$ cat src/rtl/serial_tx_shifter_if.sv
`default_nettype none
// ============================================================================
//  Module   : serial_tx_shifter_if
//  Purpose  : Load handshake and serial-line bundle for serial_tx_shifter.
//             master = word source / line observer, slave = transmitter.
//  Signals  : load_valid, load_ready, load_data[WIDTH-1:0]  word handshake
//             sdata, sframe, busy, done                     serial side
//  Revision : 1.0  initial release
// ============================================================================
interface serial_tx_shifter_if #(
  parameter int WIDTH = 8
);
  logic             load_valid;
  logic             load_ready;
  logic [WIDTH-1:0] load_data;
  logic             sdata;
  logic             sframe;
  logic             busy;
  logic             done;

  modport master (
    output load_valid, load_data,
    input  load_ready, sdata, sframe, busy, done
  );

  modport slave (
    input  load_valid, load_data,
    output load_ready, sdata, sframe, busy, done
  );
endinterface
`default_nettype wire

$ cat src/rtl/serial_tx_shifter.sv
`default_nettype none
// ============================================================================
//  Module   : serial_tx_shifter
//  Purpose  : Parallel-in, serial-out frame transmitter. Frame is
//             start(0), data LSB-first, optional even parity, stop(1).
//             Line idles high; back-to-back frames have no idle gap.
//  Ports    : clk    in   clock, all state updates on posedge
//             reset  in   synchronous active-high reset
//             bus    slave modport: load_valid/load_ready/load_data handshake,
//                    sdata/sframe/busy/done registered line outputs
//  Revision : 1.0  initial release
// ============================================================================
module serial_tx_shifter #(
  parameter int WIDTH     = 8,
  parameter bit PARITY_EN = 1'b1
) (
  input  wire logic          clk,
  input  wire logic          reset,
  serial_tx_shifter_if.slave bus
);

  localparam int c_cnt_w = $clog2(WIDTH);
  localparam logic [c_cnt_w-1:0] c_cnt_last = c_cnt_w'(WIDTH - 1);

  localparam logic [2:0] c_st_idle   = 3'd0;
  localparam logic [2:0] c_st_start  = 3'd1;
  localparam logic [2:0] c_st_data   = 3'd2;
  localparam logic [2:0] c_st_parity = 3'd3;
  localparam logic [2:0] c_st_stop   = 3'd4;

  logic [2:0]         r_state;
  logic [2:0]         w_state_nxt;
  logic [WIDTH-1:0]   r_shreg;
  logic [c_cnt_w-1:0] r_cnt;
  logic               r_par;
  logic               r_sdata;
  logic               r_sframe;
  logic               r_busy;
  logic               r_done;
  logic               w_accept;
  logic               w_sdata_d;
  logic               w_sframe_d;
  logic               w_busy_d;
  logic               w_done_d;

  assign bus.load_ready = ~reset & ((r_state == c_st_idle) | (r_state == c_st_stop));
  assign w_accept       = bus.load_valid & bus.load_ready;

  // State register, datapath and registered line outputs. The outputs are
  // registered from the next-state decode so they describe the state the
  // FSM is in for the whole of the following cycle.
  always_ff @(posedge clk) begin
    if (reset) begin
      r_state  <= c_st_idle;
      r_shreg  <= '0;
      r_cnt    <= '0;
      r_par    <= 1'b0;
      r_sdata  <= 1'b1;
      r_sframe <= 1'b0;
      r_busy   <= 1'b0;
      r_done   <= 1'b0;
    end else begin
      r_state  <= w_state_nxt;
      r_sdata  <= w_sdata_d;
      r_sframe <= w_sframe_d;
      r_busy   <= w_busy_d;
      r_done   <= w_done_d;

      if (w_accept) begin
        r_shreg <= bus.load_data;
        r_par   <= ^bus.load_data;
      end else if (w_state_nxt == c_st_data) begin
        // bit 0 goes onto the line at this edge, so drop it from the register
        r_shreg <= {1'b0, r_shreg[WIDTH-1:1]};
      end

      if (r_state != c_st_data) begin
        r_cnt <= '0;
      end else if (r_cnt != c_cnt_last) begin
        r_cnt <= r_cnt + 1'b1;
      end
    end
  end

  // Next-state logic
  always_comb begin
    w_state_nxt = r_state;
    case (r_state)
      c_st_idle:   if (w_accept) w_state_nxt = c_st_start;
      c_st_start:  w_state_nxt = c_st_data;
      c_st_data:   if (r_cnt == c_cnt_last)
                     w_state_nxt = PARITY_EN ? c_st_parity : c_st_stop;
      c_st_parity: w_state_nxt = c_st_stop;
      c_st_stop:   w_state_nxt = w_accept ? c_st_start : c_st_idle;
      default:     w_state_nxt = c_st_idle;
    endcase
  end

  // Output decode of the state being entered
  always_comb begin
    w_sdata_d  = 1'b1;
    w_sframe_d = 1'b0;
    w_busy_d   = 1'b1;
    w_done_d   = 1'b0;
    case (w_state_nxt)
      c_st_start: begin
        w_sdata_d  = 1'b0;
        w_sframe_d = 1'b1;
      end
      c_st_data: begin
        w_sdata_d  = r_shreg[0];
        w_sframe_d = 1'b1;
      end
      c_st_parity: begin
        w_sdata_d  = r_par;
        w_sframe_d = 1'b1;
      end
      c_st_stop: begin
        w_done_d = 1'b1;
      end
      default: begin
        w_busy_d = 1'b0;
      end
    endcase
  end

  assign bus.sdata  = r_sdata;
  assign bus.sframe = r_sframe;
  assign bus.busy   = r_busy;
  assign bus.done   = r_done;

endmodule
`default_nettype wire

$ cat src/flat_wrapper.sv
// flat-port wrapper written by rule: the top's interface ports become plain ports
module serial_tx_shifter_flat 
#(
  parameter int WIDTH     = 8,
  parameter bit PARITY_EN = 1'b1
)
  (clk, reset, bus_load_valid, bus_load_data, bus_load_ready, bus_sdata, bus_sframe, bus_busy, bus_done);
  serial_tx_shifter_if #(.WIDTH(WIDTH)) bus_i ();
  input  wire logic clk;
  input  wire logic reset;
  input wire logic [$bits(bus_i.load_valid)-1:0] bus_load_valid;
  input wire logic [$bits(bus_i.load_data)-1:0] bus_load_data;
  output wire logic [$bits(bus_i.load_ready)-1:0] bus_load_ready;
  output wire logic [$bits(bus_i.sdata)-1:0] bus_sdata;
  output wire logic [$bits(bus_i.sframe)-1:0] bus_sframe;
  output wire logic [$bits(bus_i.busy)-1:0] bus_busy;
  output wire logic [$bits(bus_i.done)-1:0] bus_done;
  assign bus_i.load_valid = bus_load_valid;
  assign bus_i.load_data = bus_load_data;
  assign bus_load_ready = bus_i.load_ready;
  assign bus_sdata = bus_i.sdata;
  assign bus_sframe = bus_i.sframe;
  assign bus_busy = bus_i.busy;
  assign bus_done = bus_i.done;
  serial_tx_shifter #(.WIDTH(WIDTH), .PARITY_EN(PARITY_EN)) u_core (.clk(clk), .reset(reset), .bus(bus_i));
endmodule
$ cat config.mk
export PLATFORM = sky130hd
export DESIGN_NAME = serial_tx_shifter_flat
export DESIGN_NICKNAME = d
export VERILOG_FILES = /design/src/rtl/serial_tx_shifter_if.sv /design/src/rtl/serial_tx_shifter.sv /design/src/flat_wrapper.sv
export SDC_FILE = /design/constraint.sdc
export NUM_CORES = 1
export LEC_CHECK = 0
export BUFFER_PORTS_ARGS = -buffer_cell sky130_fd_sc_hd__buf_2
export CORE_MARGIN = 4
export CORE_UTILIZATION = 50
export CTS_BUF_LIST = sky130_fd_sc_hd__clkbuf_8
export CTS_CLUSTER_DIAMETER = 50
export DETAILED_ROUTE_END_ITERATION = 12
export GPL_TIMING_DRIVEN = 0
export MAX_ROUTING_LAYER = met4
export PLACE_DENSITY = 0.71
export SKIP_LAST_GASP = 1
export SYNTH_ARGS = -nofsm -noshare
export SYNTH_HDL_FRONTEND = slang
export SYNTH_SLANG_ARGS = --single-unit
$ cat constraint.sdc
create_clock -name clk -period 1.6 [get_ports clk]
set_input_delay 0.24 -clock clk [delete_from_list [all_inputs] [get_ports clk]]
set_output_delay 0.24 -clock clk [all_outputs]
set_load 0.03 [all_outputs]
==> flow_summary.json, run 1 <==
{
  "portBuffers": 15,
  "slew_headroom": 0.634,
  "grt_max_degree": 11,
  "startpoint_type": "flip-flop",
  "grt_use_total": 0.156,
  "gr-usage-met3": 0.0297,
  "area_growth_pct": 21.7,
  "synth-seq-area-share": 0.420,
  "dr.pass1.iters": 4,
  "htree_levels": 1,
  "gr-total-overflow": 0,
  "synth_compound_area_frac": 0.115,
  "fmaxAchievable_mhz": 657,
  "cp_slowest_cell": "dfxtp_1",
  "routabilityCongestion": 0.746,
  "finalCritPeriodShare": 0.951,
  "synth_edf_count": 0,
  "run_status": "finished, final reports clean",
  "synth_top_flop_cell": "dfxtp_1",
  "synthArstFlopShare": 0,
  "yosys_warnings": 0,
  "instances_no_fill": 142,
  "worstPathMaxFanout": 7,
  "syn_inst": 99,
  "yosysUniqueCellTypes": 27,
  "synthSimpleGateAreaFrac": 0.254,
  "fin_skew_ns": 0.00122,
  "arrival_ns": 1.67,
  "p_leak_nw": 0.427,
  "crit_chain": "ha_2 -> ha_4 -> nor3b_4 -> o21bai_1 -> nand2_2 -> a311oi_1",
  "n_antenna_cell": 0,
  "drtIter0Drc": 12,
  "synth-adder-area-share": 0.0277,
  "grtUsageMet1": 0.204,
  "wl_um": 1750,
  "power_density_nw_per_um2": 970,
  "cts-root-buf": "clkbuf_8",
  "critical_path_required_ns": 1.75,
  "io_pins": 16,
  "post-cts-setup-buffer-count": 0,
  "core_um2": 1730,
  "grt_pass1_vias": 687,
  "die_area_um2": 2550,
  "dp_cells": 139,
  "grt_pass1_wl_um": 3030,
  "path_buf_inv": 0,
  "synth_top_family_by_area": "simple AND/OR/NAND/NOR gates",
  "synth_fp_nets": 112,
  "synth.area.mux_share": 0.0332,
  "hp-class": "input pin to flip-flop",
  "crit_path_end_kind": "flip-flop",
  "setup_violations": 0,
  "comb_power_share": 0.217,
  "path_clk_slew_ns": 0.07,
  "synth_area_leaders": "dfxtp_1, xnor2_1, nand2_1",
  "grt_busiest_layer": "met2",
  "numCtsBuffers": 3,
  "utilization": 0.638,
  "cts_buffer_depth": 2,
  "die_x_um": 50.5,
  "ys_ff_latch": 19,
  "finalHoldViolCount": 0,
  "syn_area_per_cell_um2": 9.14,
  "routed_via_density": 5.27,
  "drive_gt1_frac": 0.282,
  "critPathMaxStageDelay_ns": 0.35,
  "antenna_found_initial": 0,
  "power_switching_uw": 282,
  "num_rows": 15,
  "synth-xor-area-share": 0.0871,
  "rsz0062_at_grt": "false",
  "peakVddDrop_uv": 450,
  "max_cap_violations": 0,
  "initial_utilization": 0.524,
  "vias": 749,
  "swShare": 0.264,
  "p_seq_frac": 0.495,
  "maxSlewViolCount": 0,
  "clkPwrFrac": 0.289,
  "cts_tree": "done",
  "r2r_slack_ns": 0.08,
  "clock_latency_ns": 0.24,
  "fillCellCount": 168,
  "synth_top_area_share": 0.420,
  "hpwlAfterDp_um": 1270,
  "wl_per_cell_um": 12.3,
  "die_y_um": 50.5,
  "cts.sinks": 19,
  "ant_nets": 0,
  "p_int_uw": 786,
  "critical_path.top_delay_family": "compound AO/OA/AOI/OAI gates",
  "nNetsFinal": 131,
  "netlist_area_um2": 905,
  "min_period_ns": 1.52,
  "grt_use_met2": 0.248,
  "critPathKind": "flip-flop to flip-flop",
  "drc": 0,
  "synth_top_area_cell": "dfxtp_1",
  "worst_pin_slew_ns": 0.549
}
## cells by family (layout without fill, tap and decap cells)
logic type | after synthesis | in the layout
XOR/XNOR | 9 | 9
AND/OR/NAND/NOR | 45 | 45
flip-flops | 19 | 19
AO/OA/AOI/OAI | 14 | 14
multiplexers | 3 | 3
adder cells (fa/ha/maj) | 2 | 2
buffers and inverters | 7 | 25
## through the flow
stage	power, mW	TNS, ns	worst slack, ns	area [µm²]	hold slack, ns
finish	1.07	0	0.0779	1100	0.251
global route	1.13	0	0.0104	1100	0.264
CTS	1.07	0	0.0165	1070	0.247
detailed placement	0.757	-1.06	-0.162	1020	0.465
global placement	0.750	-0.721	-0.115	1020	0.458
floorplan	0.700	0	0.0120	910	0.326
## path summary, 6_finish.rpt
check	from	to	cells past startpoint
setup / recovery	u_core.r_cnt[0]$_SDFFE_PP0N_	u_core.r_shreg[0]$_SDFFE_PP0P_	6
hold / removal	bus_load_data[7]	u_core.r_shreg[7]$_SDFFE_PP0P_	3
setup reg to reg	u_core.r_cnt[0]$_SDFFE_PP0N_	u_core.r_shreg[0]$_SDFFE_PP0P_	6
hold reg to reg	u_core.r_shreg[7]$_SDFFE_PP0P_	u_core.r_shreg[7]$_SDFFE_PP0P_	2
## cell usage in the layout, fill, tap and decap left out, types with 2 or more instances in the layout
master,count
nand2_1,17
or2_2,2
nor2b_1,2
xnor2_1,8
and3_1,2
buf_2,15
dfxtp_1,19
clkbuf_8,3
nor2_1,5
nor3_1,8
a311oi_2,2
a21oi_1,3
mux2i_1,3
buf_6,2
a311oi_1,5
nand3b_1,3
## registers in the layout, indices dropped and copies added (netlist names)
signal             flops
u_core.r_state         3
u_core.r_par           1
u_core.bus.done        1
u_core.r_cnt           3
u_core.r_shreg         8
u_core.bus.sdata       1
u_core.bus.sframe      1
u_core.bus.busy        1
## cell usage after synthesis (2+ instances only)
cell	count
clkbuf_1	3
nand3b_1	3
or2_2	2
a311oi_1	7
nor3_1	8
nor2b_1	2
xnor2_1	8
a21oi_1	3
ha_1	2
nand2_1	18
nor2_1	5
buf_6	2
dfxtp_1	19
mux2i_1	3
and3_1	2
## worst reg2reg max path, cell delays in order (launching register included)
cell	delay [ns]
dfxtp_1	0.35
ha_2	0.20
ha_4	0.18
nor3b_4	0.06
o21bai_1	0.21
nand2_2	0.18
a311oi_1	0.26
## layer usage
layer,vias to the layer above,wire length [µm]
met5,-,0
met1,355,817
met3,2,73
li1,379,-
met4,0,6
met2,13,853
## power by group through the flow
stage | registers (mW) | logic (mW) | clock network (mW)
after global routing | 0.532 | 0.252 | 0.343
after floorplan | 0.552 | 0.148 | 0
after detailed placement | 0.539 | 0.218 | 0
final | 0.528 | 0.231 | 0.308
after CTS | 0.528 | 0.224 | 0.315
after global placement | 0.538 | 0.213 | 0
## timing repair
action,CTS,global route
pin swaps,2,5
hold endpoints to repair,0,0
hold buffers,0,0
setup endpoints to repair,8,7
resized for setup,3,7
## area by class of cell
type | count | area (µm²) | area share
Multi-Input combinational cell | 73 | 515 | 0.468
Clock inverter | 1 | 3.75 | 0.00341
Buffer | 6 | 53.8 | 0.0489
Tap cell | 25 | 31.3 | 0.0284
Sequential cell | 19 | 380 | 0.345
Timing Repair Buffer | 15 | 75.1 | 0.0682
Clock buffer | 3 | 41.3 | 0.0375
Note: power is estimated with default switching activity, not from simulation.
==> inputs of run 2 (changes only) <==
--- a/config.mk
+++ b/config.mk
@@ -7,13 +7,12 @@
 export LEC_CHECK = 0
 export BUFFER_PORTS_ARGS = -buffer_cell sky130_fd_sc_hd__buf_2
 export CORE_MARGIN = 4
-export CORE_UTILIZATION = 50
-export CTS_BUF_LIST = sky130_fd_sc_hd__clkbuf_8
+export CORE_UTILIZATION = 48
 export CTS_CLUSTER_DIAMETER = 50
 export DETAILED_ROUTE_END_ITERATION = 12
 export GPL_TIMING_DRIVEN = 0
 export MAX_ROUTING_LAYER = met4
-export PLACE_DENSITY = 0.71
+export PLACE_DENSITY = 0.69
 export SKIP_LAST_GASP = 1
 export SYNTH_ARGS = -nofsm -noshare
 export SYNTH_HDL_FRONTEND = slang
==> flow_summary.json, run 2 (same netlist as run 1, synthesis figures left out) <==
{
  "top_register": "u_core.r_shreg",
  "comb_power_share": 0.229,
  "min_period_ns": 1.52,
  "ctsHoldBuffers": 0,
  "cts_buffer_depth": 2,
  "dr.pass1.iters": 2,
  "worstPathMaxFanout": 7,
  "grt_pass1_wl_um": 2850,
  "core_um2": 1760,
  "post-cts-setup-buffer-count": 0,
  "startpoint_type": "flip-flop",
  "crit_path_end_kind": "flip-flop",
  "htree_levels": 1,
  "power_density_nw_per_um2": 914,
  "hpwlAfterDp_um": 1260,
  "rsz0062_at_grt": "false",
  "setup_violations": 0,
  "critical_path_required_ns": 1.80,
  "swShare": 0.277,
  "finalHoldViolCount": 0,
  "antenna_found_initial": 0,
  "initial_utilization": 0.513,
  "fmaxAchievable_mhz": 657,
  "wl_um": 1720,
  "grt_use_total": 0.150,
  "critPathKind": "flip-flop to flip-flop",
  "p_int_uw": 711,
  "path_clk_slew_ns": 0.10,
  "critPathMaxStageDelay_ns": 0.33,
  "p_seq_frac": 0.536,
  "crit_chain": "ha_2 -> ha_4 -> nor3b_4 -> o21ba_4 -> nor3_1 -> a311oi_1",
  "drive_gt1_frac": 0.274,
  "cts.sinks": 19,
  "p_leak_nw": 0.414,
  "io_pins": 16,
  "cts_tree": "done",
  "nNetsFinal": 131,
  "hold_slack_ns": 0.204,
  "hp-class": "input pin to flip-flop",
  "largest_reg_flops": 8,
  "finalCritPeriodShare": 0.951,
  "power_switching_uw": 273,
  "maxSlewViolCount": 0,
  "peakVddDrop_uv": 410,
  "ant_nets": 0,
  "drtIter0Drc": 10,
  "grt_pass1_vias": 685,
  "die_x_um": 51.4,
  "max_cap_violations": 0,
  "clkPwrFrac": 0.234,
  "largestRegisters": "u_core.r_shreg (8), u_core.r_cnt (3), u_core.r_state (3)",
  "final_cell_mix": "dfxtp_1, nand2_1, buf_2, nor3_1, xnor2_1",
  "die_y_um": 51.4,
  "wl_per_cell_um": 12.1,
  "arrival_ns": 1.72,
  "n_antenna_cell": 0,
  "clock_latency_ns": 0.28,
  "gr-total-overflow": 0,
  "routed_via_density": 5.25,
  "area_growth_pct": 18.9,
  "num_rows": 15,
  "cp_slowest_cell": "dfxtp_1",
  "fin_skew_ns": 0.00198,
  "die_area_um2": 2640,
  "vias": 745,
  "routabilityCongestion": 0.747,
  "path_buf_inv": 0,
  "worst_pin_slew_ns": 0.506,
  "portBuffers": 15,
  "grt_max_degree": 11,
  "cts-root-buf": "clkbuf_4",
  "numCtsBuffers": 3,
  "run_status": "finished, final reports clean",
  "critical_path.top_delay_family": "compound AO/OA/AOI/OAI gates",
  "slew_headroom": 0.663,
  "final_common_cell": "dfxtp_1",
  "fin_setup_tns_ns": 0,
  "drc": 0
}
run 2: changes by cell type in the layout (fill, tap and decap cells not counted):
cell	previous run	this run
clkbuf_4	0	3
clkbuf_8	3	0
a311oi_1	5	6
a311oi_2	2	1
clkbuf_1	1	2
inv_1	1	0
run 2: layout make-up:
cell class	instances	area, µm²
Fill cell	195	688
Timing Repair Buffer	15	75.1
Clock buffer	4	26.3
Tap cell	25	31.3
Multi-Input combinational cell	73	509
Sequential cell	19	380
Buffer	6	53.8
run 2: power by group through the flow:
stage | Clock [mW] | Combinational [mW] | Sequential (mW)
3_3_place_gp | 0 | 0.213 | 0.538
4_1_cts | 0.243 | 0.223 | 0.528
5_1_grt | 0.256 | 0.248 | 0.533
3_5_place_dp | 0 | 0.218 | 0.539
6_report | 0.231 | 0.226 | 0.527
2_1_floorplan | 0 | 0.148 | 0.552
run 2: path summary, 6_finish.rpt:
check	from	end	slack, ns	cells after the start
setup / recovery	u_core.r_cnt[0]$_SDFFE_PP0N_	u_core.r_shreg[4]$_SDFFE_PP0P_	0.08	6
hold / removal	bus_load_data[7]	u_core.r_shreg[7]$_SDFFE_PP0P_	0.20	3
setup reg to reg	u_core.r_cnt[0]$_SDFFE_PP0N_	u_core.r_shreg[4]$_SDFFE_PP0P_	0.08	6
hold reg to reg	u_core.r_shreg[7]$_SDFFE_PP0P_	u_core.r_shreg[7]$_SDFFE_PP0P_	0.49	2
run 2: stage by stage:
step | area, µm² | util | std cells | setup WS, ns | power, mW
floorplan | 910 | - | 99 | 0.0120 | 0.700
global placement | 1020 | 0.576 | 139 | -0.115 | 0.751
detailed placement | 1020 | 0.576 | 139 | -0.149 | 0.757
CTS | 1050 | 0.595 | 142 | 0.00182 | 0.993
global route | 1080 | 0.610 | 142 | 0.00323 | 1.04
finish | 1080 | 0.610 | 142 | 0.0776 | 0.984
run 2: worst min-delay path, stage by stage:
cell and delay (ns):
buf_2 0.11, nand2_1 0.05, a21oi_1 0.05
run 2: layer usage:
layer | vias to the layer above | track usage | wire, µm
li1 | 378 | - | -
met1 | 348 | 0.172 | 812
met2 | 15 | 0.246 | 792
met3 | 4 | 0.0292 | 85
met4 | 0 | 0.0786 | 34
met5 | - | - | 0
run 2: timing repair:
action / 4_1_cts / 5_1_grt
resized for setup: 3 / 6
pin swaps: 1 / 8
setup endpoints to repair: 8 / 8
==> inputs of run 3 (changes only) <==
--- a/config.mk
+++ b/config.mk
@@ -7,7 +7,7 @@
 export LEC_CHECK = 0
 export BUFFER_PORTS_ARGS = -buffer_cell sky130_fd_sc_hd__buf_2
 export CORE_MARGIN = 4
-export CORE_UTILIZATION = 48
+export CORE_UTILIZATION = 50
 export CTS_CLUSTER_DIAMETER = 50
 export DETAILED_ROUTE_END_ITERATION = 12
 export GPL_TIMING_DRIVEN = 0
==> constraint.sdc (replaced) <==
create_clock -name clk -period 1.9 [get_ports clk]
set_input_delay 0.285 -clock clk [delete_from_list [all_inputs] [get_ports clk]]
set_output_delay 0.285 -clock clk [all_outputs]
set_load 0.03 [all_outputs]
==> flow_summary.json, run 3 (same netlist as run 1, synthesis figures left out) <==
{
  "run_status": "finished, final reports clean",
  "critPathKind": "flip-flop to flip-flop",
  "clkPwrFrac": 0.235,
  "drtIter0Drc": 18,
  "place_ws_ns": 0.0623,
  "antenna_found_initial": 0,
  "ant_nets": 0,
  "swShare": 0.273,
  "arrival_ns": 1.96,
  "power_uw": 817,
  "crit_start": "u_core.r_cnt[0]$_SDFFE_PP0N_",
  "htree_levels": 1,
  "core_um2": 1730,
  "portBuffers": 15,
  "setup_slack_ns": 0.131,
  "crit_path_end": "u_core.r_shreg[6]$_SDFFE_PP0P_",
  "final_cell_mix": "dfxtp_1, nand2_1, buf_2, nor3_1, xnor2_1",
  "cts.sinks": 19,
  "hp-class": "input pin to flip-flop",
  "fillCellCount": 174,
  "utilization": 0.604,
  "io_pins": 16,
  "comb_power_share": 0.222,
  "gr-total-overflow": 0,
  "finalHoldViolCount": 0,
  "grt_use_total": 0.146,
  "worstReg2RegStart": "u_core.r_cnt[0]$_SDFFE_PP0N_",
  "fin_skew_ns": 0.00668,
  "final_common_cell": "dfxtp_1",
  "numCtsBuffers": 3,
  "worstPathMaxFanout": 7,
  "reg2regPathDepth": 7,
  "reg2reg_to": "u_core.r_shreg[6]$_SDFFE_PP0P_",
  "die_x_um": 50.5,
  "clock_latency_ns": 0.28,
  "startpoint_type": "flip-flop",
  "p_seq_frac": 0.543,
  "p_leak_nw": 0.417,
  "drc": 0,
  "largest_reg_flops": 8,
  "worst_pin_slew_ns": 0.470,
  "dr.pass1.iters": 4,
  "final_cell_area_um2": 1040,
  "die_area_um2": 2550,
  "initial_utilization": 0.524,
  "cts-root-buf": "clkbuf_4",
  "area_growth_pct": 15.2,
  "die_y_um": 50.5,
  "grt_max_degree": 11,
  "routabilityCongestion": 0.731,
  "largestRegisters": "u_core.r_shreg (8), u_core.r_cnt (3), u_core.r_state (3)",
  "hpwlAfterDp_um": 1210,
  "r2r_slack_ns": 0.13,
  "nNetsFinal": 132,
  "drive_gt1_frac": 0.229,
  "finalCritPeriodShare": 0.931,
  "grt_pass1_vias": 658,
  "vias": 725,
  "wl_per_cell_um": 11.2,
  "setup_violations": 0,
  "rsz0062_at_grt": "false",
  "power_density_nw_per_um2": 784,
  "cts_tree": "done",
  "num_rows": 15,
  "max_cap_violations": 0,
  "fin_setup_tns_ns": 0,
  "n_antenna_cell": 0,
  "top_register": "u_core.r_shreg",
  "path_clk_slew_ns": 0.10,
  "wl_um": 1600,
  "critical_path_required_ns": 2.09,
  "cts_buffer_depth": 2,
  "routed_via_density": 5.07,
  "slew_headroom": 0.687,
  "p_int_uw": 594,
  "fmaxAchievable_mhz": 565,
  "power_switching_uw": 223,
  "maxSlewViolCount": 0,
  "crit_path_end_kind": "flip-flop",
  "placedInstanceArea_um2": 1010,
  "min_period_ns": 1.77,
  "grt_pass1_wl_um": 2810,
  "peakVddDrop_uv": 496
}
[run 3: layout make-up]
class                      count  area [µm²]  share of cell area
buffer                         7        56.3              0.0540
timing repair buffer          15        75.1              0.0720
multi-input combinational     73         473               0.454
sequential                    19         380               0.365
tap                           25        31.3              0.0300
clock buffer                   4        26.3              0.0252
[run 3: worst min path at each step]
stage	slack (ns)	startpoint	to	cells past startpoint
final	0.27	bus_load_data[1]	u_core.r_shreg[1]$_SDFFE_PP0P_	3
after global routing	0.26	bus_load_data[2]	u_core.r_shreg[2]$_SDFFE_PP0P_	3
after CTS	0.26	bus_load_data[7]	u_core.r_shreg[7]$_SDFFE_PP0P_	3
after detailed placement	0.47	u_core.r_shreg[7]$_SDFFE_PP0P_	u_core.r_shreg[7]$_SDFFE_PP0P_	2
after global placement	0.46	u_core.r_shreg[7]$_SDFFE_PP0P_	u_core.r_shreg[7]$_SDFFE_PP0P_	2
after floorplan	0.37	reset	u_core.bus.sframe$_SDFF_PP0_	1
[run 3: power groups by stage]
stage / Clock, mW / Combinational [mW] / Sequential (mW)
floorplan: 0 / 0.125 / 0.465
global placement: 0 / 0.179 / 0.453
detailed placement: 0 / 0.183 / 0.453
CTS: 0.201 / 0.183 / 0.444
global route: 0.216 / 0.201 / 0.449
finish: 0.192 / 0.181 / 0.444
[run 3: critical path: stages (launching register included)]
cell	delay (ns)
dfxtp_1	0.33
ha_1	0.20
ha_1	0.17
clkbuf_1	0.17
nor3b_2	0.25
o21ba_2	0.26
nor3_1	0.06
a311oi_1	0.24
[run 3: metrics by stage]
step / cells / hold slack (ns)
global route: 143 / 0.261
finish: 143 / 0.273
global placement: 139 / 0.458
CTS: 143 / 0.262
detailed placement: 139 / 0.471
floorplan: 99 / 0.371
[run 3: what timing repair did]
| item | CTS | global route |
|---|---|---|
| endpoints found under the setup margin | 0 | 7 |
| gates resized for setup | 0 | 1 |
| hold buffers | 0 | 0 |
| buffers inserted | 0 | 0 |
[run 3: per-layer routing]
layer | wire length, µm | share of wire | global-route usage | vias to the layer above
met5 | 0 | 0 | - | -
met4 | 9 | 0.0056 | 0.0404 | 0
li1 | - | - | - | 383
met2 | 771 | 0.48 | 0.237 | 15
met1 | 731 | 0.46 | 0.184 | 325
met3 | 84 | 0.053 | 0.0297 | 2
